**config.mk**
```make
export PLATFORM = sky130hd
export DESIGN_NAME = mul8x8_seq_sched
export DESIGN_NICKNAME = d
export VERILOG_FILES = /design/src/rtl/mul8x8_seq_sched.sv
export SDC_FILE = /design/constraint.sdc
export NUM_CORES = 1
export LEC_CHECK = 0
export ABC_AREA = 0
export BUFFER_PORTS_ARGS = -buffer_cell sky130_fd_sc_hd__buf_2
export CORE_ASPECT_RATIO = 1.4
export CORE_MARGIN = 2
export CORE_UTILIZATION = 50
export DETAILED_ROUTE_END_ITERATION = 10
export PLACE_DENSITY_LB_ADDON = 0.1
export SETUP_SLACK_MARGIN = 0.15
export SYNTH_ARGS = -nofsm -noshare
export SYNTH_HDL_FRONTEND = slang
export SYNTH_SLANG_ARGS = --single-unit
```
**constraint.sdc**
```tcl
create_clock -name clk -period 6.6 [get_ports clk]
set_clock_uncertainty 0.15 [all_clocks]
set_input_delay 1.32 -clock clk [delete_from_list [all_inputs] [get_ports clk]]
set_output_delay 1.32 -clock clk [all_outputs]
set_load 0.02 [all_outputs]
```
**src/rtl/mul8x8_seq_sched.sv**
```systemverilog
// Sequential 8x8 unsigned multiplier that time-shares one 4x4 core over the LL, HL, LH, HH nibble quadrants.
// Optional macro APPROX_LL_EN: the LL step uses the OR-approximate n1_4x4 core instead of exact_4x4.

module exact_4x4 (
  input  logic [3:0] x,
  input  logic [3:0] w,
  output logic [7:0] p
);
  assign p = {4'b0, x} * {4'b0, w};
endmodule

// Columns 0..3 are ORed without carries; columns 4..6 are summed exactly.
module n1_4x4 (
  input  logic [3:0] x,
  input  logic [3:0] w,
  output logic [7:0] p
);
  logic [3:0] lo;
  logic [1:0] c4, c5;
  logic       c6;
  logic [7:0] hi;

  assign lo[0] = x[0] & w[0];
  assign lo[1] = (x[0] & w[1]) | (x[1] & w[0]);
  assign lo[2] = (x[0] & w[2]) | (x[1] & w[1]) | (x[2] & w[0]);
  assign lo[3] = (x[0] & w[3]) | (x[1] & w[2]) | (x[2] & w[1]) | (x[3] & w[0]);
  assign c4    = 2'(x[1] & w[3]) + 2'(x[2] & w[2]) + 2'(x[3] & w[1]);
  assign c5    = 2'(x[2] & w[3]) + 2'(x[3] & w[2]);
  assign c6    = x[3] & w[3];
  assign hi    = {2'b0, c4, 4'b0} + {1'b0, c5, 5'b0} + {1'b0, c6, 6'b0};
  assign p     = hi | {4'b0, lo};
endmodule

module mul8x8_seq_sched #(
  parameter bit SKIP_ZERO = 1'b0
) (
  input  logic        clk,
  input  logic        rst,
  input  logic        in_valid,
  output logic        in_ready,
  input  logic [7:0]  a,
  input  logic [7:0]  b,
  output logic        out_valid,
  input  logic        out_ready,
  output logic [15:0] y,
  output logic        busy
);
  typedef enum logic [2:0] {
    IDLE = 3'd0, S_LL = 3'd1, S_HL = 3'd2, S_LH = 3'd3, S_HH = 3'd4, DONE = 3'd5
  } state_t;

  state_t      state_q, state_d;
  logic [7:0]  a_q, b_q;
  logic [15:0] acc_q, acc_d, y_q, term;
  logic        accept, load_y;
  logic [3:0]  core_x, core_w, shift;
  logic [7:0]  core_p, exact_p;

  // Bit k set when quadrant k (LL, HL, LH, HH) has to run for this operand pair.
  function automatic logic [3:0] run_mask(input logic [7:0] av, input logic [7:0] bv);
    if (!SKIP_ZERO) return 4'b1111;
    return {(|av[7:4]) & (|bv[7:4]), (|av[3:0]) & (|bv[7:4]),
            (|av[7:4]) & (|bv[3:0]), (|av[3:0]) & (|bv[3:0])};
  endfunction

  // First quadrant with index >= from that has to run; DONE when none is left.
  function automatic state_t next_step(input logic [3:0] run, input logic [2:0] from);
    if      (from == 3'd0 && run[0]) return S_LL;
    else if (from <= 3'd1 && run[1]) return S_HL;
    else if (from <= 3'd2 && run[2]) return S_LH;
    else if (from <= 3'd3 && run[3]) return S_HH;
    return DONE;
  endfunction

  // NOTE: every signal written here gets a default first, so no latch is inferred.
  always_comb begin
    core_x = a_q[3:0];
    core_w = b_q[3:0];
    shift  = 4'd0;
    case (state_q)
      S_HL: begin core_x = a_q[7:4]; shift = 4'd4; end
      S_LH: begin core_w = b_q[7:4]; shift = 4'd4; end
      S_HH: begin core_x = a_q[7:4]; core_w = b_q[7:4]; shift = 4'd8; end
      default: ;
    endcase
  end

  exact_4x4 u_core (.x(core_x), .w(core_w), .p(exact_p));

`ifdef APPROX_LL_EN
  logic [7:0] approx_p;
  n1_4x4 u_core_ll (.x(a_q[3:0]), .w(b_q[3:0]), .p(approx_p));
  assign core_p = (state_q == S_LL) ? approx_p : exact_p;
`else
  assign core_p = exact_p;
`endif

  assign term = {8'b0, core_p} << shift;

  always_comb begin
    state_d  = state_q;
    acc_d    = acc_q;
    in_ready = 1'b0;
    accept   = 1'b0;
    case (state_q)
      IDLE: begin
        in_ready = 1'b1;
        accept   = in_valid;
      end
      S_LL, S_HL, S_LH, S_HH: begin
        acc_d   = acc_q + term;
        state_d = next_step(run_mask(a_q, b_q), state_q);
      end
      DONE: begin
        in_ready = out_ready;
        accept   = in_valid & out_ready;
        if (out_ready) state_d = IDLE;
      end
      default: state_d = IDLE;
    endcase
    if (accept) begin
      acc_d   = '0;
      state_d = next_step(run_mask(a, b), 3'd0);
    end
  end

  // y is refreshed only when a fresh result enters DONE (from a step, or an all-skipped accept).
  assign load_y = (state_d == DONE) && ((state_q != DONE) || accept);

  // NOTE: registers use non-blocking assignments so every flop samples pre-edge values.
  always_ff @(posedge clk or posedge rst) begin
    if (rst) begin
      state_q <= IDLE;
      a_q     <= '0;
      b_q     <= '0;
      acc_q   <= '0;
      y_q     <= '0;
    end else begin
      state_q <= state_d;
      acc_q   <= acc_d;
      if (accept) begin
        a_q <= a;
        b_q <= b;
      end
      if (load_y) y_q <= acc_d;
    end
  end

  assign out_valid = (state_q == DONE);
  assign busy      = (state_q != IDLE);
  assign y         = y_q;
endmodule

```
# Word level (Yosys, flattened, before mapping)
# Cells that the tools add are included.
dict set report totals {
  regBits 51
  in_bits 20
  out_inout_bits 19
  wordCells 83
}
dict set report classes {
  n_shift 1
  order_cmp 3
  multipliers 1
  add_sub_neg 1
  reduce_logical 20
  n_bitwise 9
  muxes 36
  eq_ne 7
}
# op n
set ops {}
lappend ops {{$mux W3} 12}
lappend ops {{$reduce_or A4 Y1} 9}
lappend ops {{$mux W16} 2}
lappend ops {{$mux W4} 6}
lappend ops {{$add A16 B16 Y16} 1}
lappend ops {{$shl A8 B4 Y16} 1}
lappend ops {{$mux W1} 12}
lappend ops {{$and A1 B1 Y1} 9}
lappend ops {{$eq A3 B3 Y1 const B} 3}
lappend ops {{$pmux W3 S3} 1}
lappend ops {{$mul A4 B4 Y8} 1}
lappend ops {{$pmux W4 S2} 1}
lappend ops {{$eq A3 B2 Y1 const B} 2}
lappend ops {{$le A3 B2 Y1 const B} 2}
lappend ops {{$reduce_or A2 Y1} 3}
lappend ops {{$logic_and A1 B1 Y1} 5}
lappend ops {{$pmux W1 S2} 2}
lappend ops {{$eq A3 B1 Y1 const B} 1}
lappend ops {{$le A3 B1 Y1 const B} 1}
lappend ops {{$logic_not A3 Y1} 1}
lappend ops {{$ne A3 B3 Y1 const B} 1}
lappend ops {{$reduce_bool A3 Y1} 1}
lappend ops {{$logic_or A1 B1 Y1} 1}

# Logic depth before layout (Yosys ltp)
dict set report depth {
  depth_word 16
  depth_mapped 24
}

# Hierarchy
# Synthesis repeated with hierarchy kept, for this count alone.
dict set report hier_totals {
  hier_cells 406
  hier_area_um2 3598.5
}
# mod instances cells_per_inst area_per_inst_um2 seq_area_each_um2
set modules_own_cells {}
lappend modules_own_cells {mul8x8_seq_sched 1 355 3150.5 1276.2}
lappend modules_own_cells {exact_4x4 1 51 447.9 0.0}

# Least setup slack after synthesis
# Ideal clock, no wire load.
dict set report synth_path {
  path_kind {reg2reg}
  from {register state_q[2]}
  to {register acc_q[15]}
  path_buffers 2
  setup_time_ns 0.079
  slack_ns 0.656
  path_stages_with_launch 24
  t_arrival_ns 5.714
  path_cell_list {dfrtp_1 buf_4 nand2b_1 a21oi_1 mux2i_1 or2_2 fa_1 inv_1 fa_1 ha_1 a211oi_1 o21bai_1 a21oi_1 xor2_1 mux2_2 nor2_1 ha_1 buf_2 nand4_1 or3_1 a211oi_1 a311o_1 mux2i_1 mux2i_1}
}
dict set report synth_between {
  elab_chain_cells 8
  elab_cells_between_ends 19
  cone_classes {1 x add/sub; 1 x mul; 5 x eq/ne; 1 x shift; 6 x mux; 5 x reduce/logical}
}
# item line
set synth_lines {}
lappend synth_lines {{start: declaration} 52} ;# state_t state_q, state_d;
lappend synth_lines {{start signal: assignment} 139} ;# state_q <= state_d;
lappend synth_lines {{$eq A3 B2 Y1 / $eq A3 B3 Y1 (equally long branches)} {80, 105}}
lappend synth_lines {{$reduce_or A2 Y1 (no source line)} n/a}
lappend synth_lines {{$mux W4} 80} ;# case (state_q)
lappend synth_lines {{$mul A4 B4 Y8} 9} ;# assign p = {4'b0, x} * {4'b0, w};
lappend synth_lines {{$shl A8 B4 Y16} 98} ;# assign term = {8'b0, core_p} << shift;
lappend synth_lines {{$add A16 B16 Y16} 111} ;# acc_d = acc_q + term;
lappend synth_lines {{$mux W16} 105} ;# case (state_q)
lappend synth_lines {{$mux W16 *} 121} ;# if (accept) begin
lappend synth_lines {{net acc_d[15]} 54} ;# logic [15:0] acc_q, acc_d, y_q, term;
lappend synth_lines {{end signal: assignment} 136} ;# acc_q <= '0;
lappend synth_lines {{end signal: assignment} 140} ;# acc_q <= acc_d;
lappend synth_lines {{end: declaration} 54}
# The timed path passes the listed nets; every way through them passes the cells marked *.
# A chain may end at the register's enable or synchronous reset.

# Worst setup path in the final report
dict set report layout_path {
  from {register state_q[0]}
  to {register acc_q[15]}
}
# Same word-level chain as after synthesis.

==> results.md <==
* Final period demand of the worst path at slightly above 6 ns
* HPWL Detailed at 5850 um
* Max FO, Critical Path at 10
* TritonRoute pass-1 iters at 4
* Vias in the first global route at 2,895
* TritonCTS Sinks at between 50 and 60
* Die ar. at 0.00769 mm2
* #FFs+latches synth at 51
* Final #Nets at roughly 500
* Top area cells in the synthesized netlist: dfrtp_1 (36%), nand2_1 (10%), ha_1 (9.7%)
* Post-synth EDFFs at 0
* DIE HEIGHT at 103 um
* Via count at approximately 2,900
* Die Wd at about 75 um
* Worst path cell trace: or3b_4 > nand2_2 > mux2i_1 > or2_2 > fa_1 > inv_1 > fa_1 > ha_1 > a211oi_2 > o21bai_1 > a21oi_1 > xor2_1 > mux2_2 > nor2_1 > ha_1 > nand4_1 > or3_1 > a211oi_1 > a311o_1 > mux2i_1 > mux2i_1
* Antenna Cells at 0
* Required @ worst endpoint at approximately 6.7 ns
* Kind of cell adding the most delay to the critical path: adder cells
* DRC viols at 0
* Multi-input logic area at roughly 0.0021 mm2
* Root Buffer: clkbuf_8
* Min-Delay Path Class: flop to flop
* Mapped Area at around 0.0035 mm2
* Status: complete, no violations
* Peak per-stage delay on the critical path at between 0.5 and 0.6 ns
* Post-synthesis sequential area ratio at between 30% and 40%
* CP most frequent cell: mux2i_1
* Synthesized instance count at 409
* # rows at 36
* Port Buf Inserts at 38
* Synth Flop Type: dfrtp_1
* Top-count cell post-synth: nand2_1
* CP max-delay cell: fa_1
* RSZ-0062 raised after global routing: false
* Clock latency on the worst-skew pair at 0.31 ns
* Reg area at ~0.0013 mm2
* Core footprint at between 0.006 and 0.007 mm2
* Synthesized Nets at ~460
* Crit path buf inv count at 1
* Post-synth top cells: nand2_1 (97), dfrtp_1 (51), nor2_1 (32)
* Max-cap violations at 0
* Yosys Warn Count at 0
* Gpl congestion at around 0.91
* CTS tree: built
* Layout cell share with drive strength beyond 1 at between 15 and 20%
* Total detailed-routing wirelength at a little under 8000 um
* Slew Limit Fails at 0
* Cell taking the most area after synthesis: dfrtp_1
* Crit share post-route at 92.0%
* Worst-path clk slew at around 0.10 ns
* Critical path class: flop to flop
* GR Util All Layers at between 20% and 30%
* I/O pins at 39
* Synth async-reset ratio at 100%
* Hold_buf cts at 0
* CTS HTree Levels at 2
* Max frequency at about 160 MHz
* Setup_tns at 0 ns
* Synthesized area per cell at approximately 8.6 um2
* Routed vias/inst at between 5 and 6
* Worst Setup Start Kind: flop
* Slew margin rel. at between 30 and 40%
* DR iter-0 viols at 133
* Library cells used by synthesis at 48
* Yosys top cell area share at between 30% and 40%
* DR WL/cell at 14.3 um
* Filler instances at 656
* Clock Tree Buf Depth at 2
* Initial antenna violation count at 0
* Final hold viol count at 0
* Worst setup EP type: flop
* First-pass GRT wire length at roughly 13,000 um
* Remaining antenna violation count at 0
* Area Growth Syn to Fin at 12.3%
* Final Setup Violations at 0
* Initial cell density of the core at just over 50%
* Arr. time, crit path at approximately 6.2 ns
* GRT overflow at 0
* Num CTS Buffers at 5
* Largest net degree at the start of global routing at 52
* Least-Margin Pin Slew at about 1.0 ns
[worst paths after layout]
path,start,to,slack (ns),cells after the start
worst max-delay path,state_q[0],acc_q[15],0.53,21
worst min-delay path,a_q[5],a_q[5],0.33,2
worst max register to register,state_q[0],acc_q[15],0.53,21
worst min register to register,a_q[5],a_q[5],0.33,2
max in group asynchronous,rst,state_q[2],4.50,2
min in group asynchronous,rst,y[4],1.10,2
[area by class of cell]
| cell class | count | area share (%) |
|---|---|---|
| clock buffer | 5 | 1.75 |
| clock inverter | 3 | 1.11 |
| inverter | 11 | 1.05 |
| multi-input combinational | 329 | 53.9 |
| sequential | 51 | 32.5 |
| tap | 95 | 3.03 |
| timing repair buffer | 47 | 6.56 |
[logic make-up (layout without fill, tap and decap cells)]
kind of cell | count (synthesis) | count (layout) | share of synthesized area, %
xor+xnor | 19 | 19 | 4.76
mux | 20 | 20 | 5.97
fa+ha+maj | 32 | 32 | 12.5
compound gates | 87 | 87 | 15.5
flops | 51 | 51 | 36.5
buf+inv | 29 | 66 | 3.36
simple gates | 171 | 171 | 21.4
[metrics by stage]
step / cell area, um2 / hold WS, ns / std cells / util (%) / worst slack (ns)
2_1_floorplan: 3500 / 0.295 / 409 / - / 0.656
3_3_place_gp: 3800 / 0.304 / 533 / 55.2 / 0.536
3_5_place_dp: 3800 / 0.312 / 533 / 55.2 / 0.378
4_1_cts: 3920 / 0.334 / 541 / 56.8 / 0.338
5_1_grt: 3930 / 0.350 / 541 / 57.0 / 0.169
6_report: 3930 / 0.330 / 541 / 57.0 / 0.530
[flip-flops by register name (all words and copies together), names as in the netlist]
name,cells
y,16
acc_q,16
a_q,8
state_q,3
b_q,8
[routing by layer]
| layer | routed length [um] | global-route usage (%) | vias to the layer above |
|---|---|---|---|
| met1 | 3280 | 26.2 | 1338 |
| met5 | 0 | 0 | - |
| met3 | 194 | 2.54 | 13 |
| met4 | 137 | 7.83 | 0 |
| li1 | - | - | 1472 |
| met2 | 4100 | 40.2 | 61 |
[worst min-delay path: stages (launching register included)]
cell     delay, ns
dfrtp_1       0.35
nand2_1       0.05
nand2_1       0.05
[cells in the final DEF, fill, tap and decap left out, drive strengths merged, types with 2 or more instances in the layout]
| cell | netlist | final |
|---|---|---|
| nor2b | 2 | 2 |
| a22o | 2 | 2 |
| nand4 | 2 | 2 |
| a21o | 8 | 8 |
| nand2b | 4 | 4 |
| and2 | 3 | 3 |
| xor2 | 7 | 7 |
| dfrtp | 51 | 51 |
| o31ai | 3 | 3 |
| nor2 | 32 | 32 |
| nand3 | 7 | 7 |
| a211oi | 5 | 5 |
| inv | 11 | 11 |
| a31oi | 3 | 3 |
| nand2 | 97 | 97 |
| a21oi | 29 | 29 |
| mux2i | 13 | 13 |
| nor3b | 3 | 3 |
| o211ai | 3 | 3 |
| nor3 | 5 | 5 |
| xnor2 | 12 | 12 |
| mux2 | 7 | 7 |
| o21ai | 20 | 20 |
| ha | 27 | 27 |
| buf | 7 | 47 |
| or2 | 3 | 3 |
| fa | 5 | 5 |
| and3 | 6 | 6 |
| clkbuf | 11 | 5 |
| o21bai | 3 | 3 |
| or3 | 3 | 3 |
| clkinv | 0 | 2 |
[timing repair]
action | in CTS | in global routing
gates resized for setup | 0 | 5
buffers inserted | 0 | 0
hold endpoints to repair | 0 | 0
endpoints found under the setup margin | 0 | 11
Power is not shown: default switching activity piles up to over one toggle a cycle in this logic, so the estimate is an artifact.
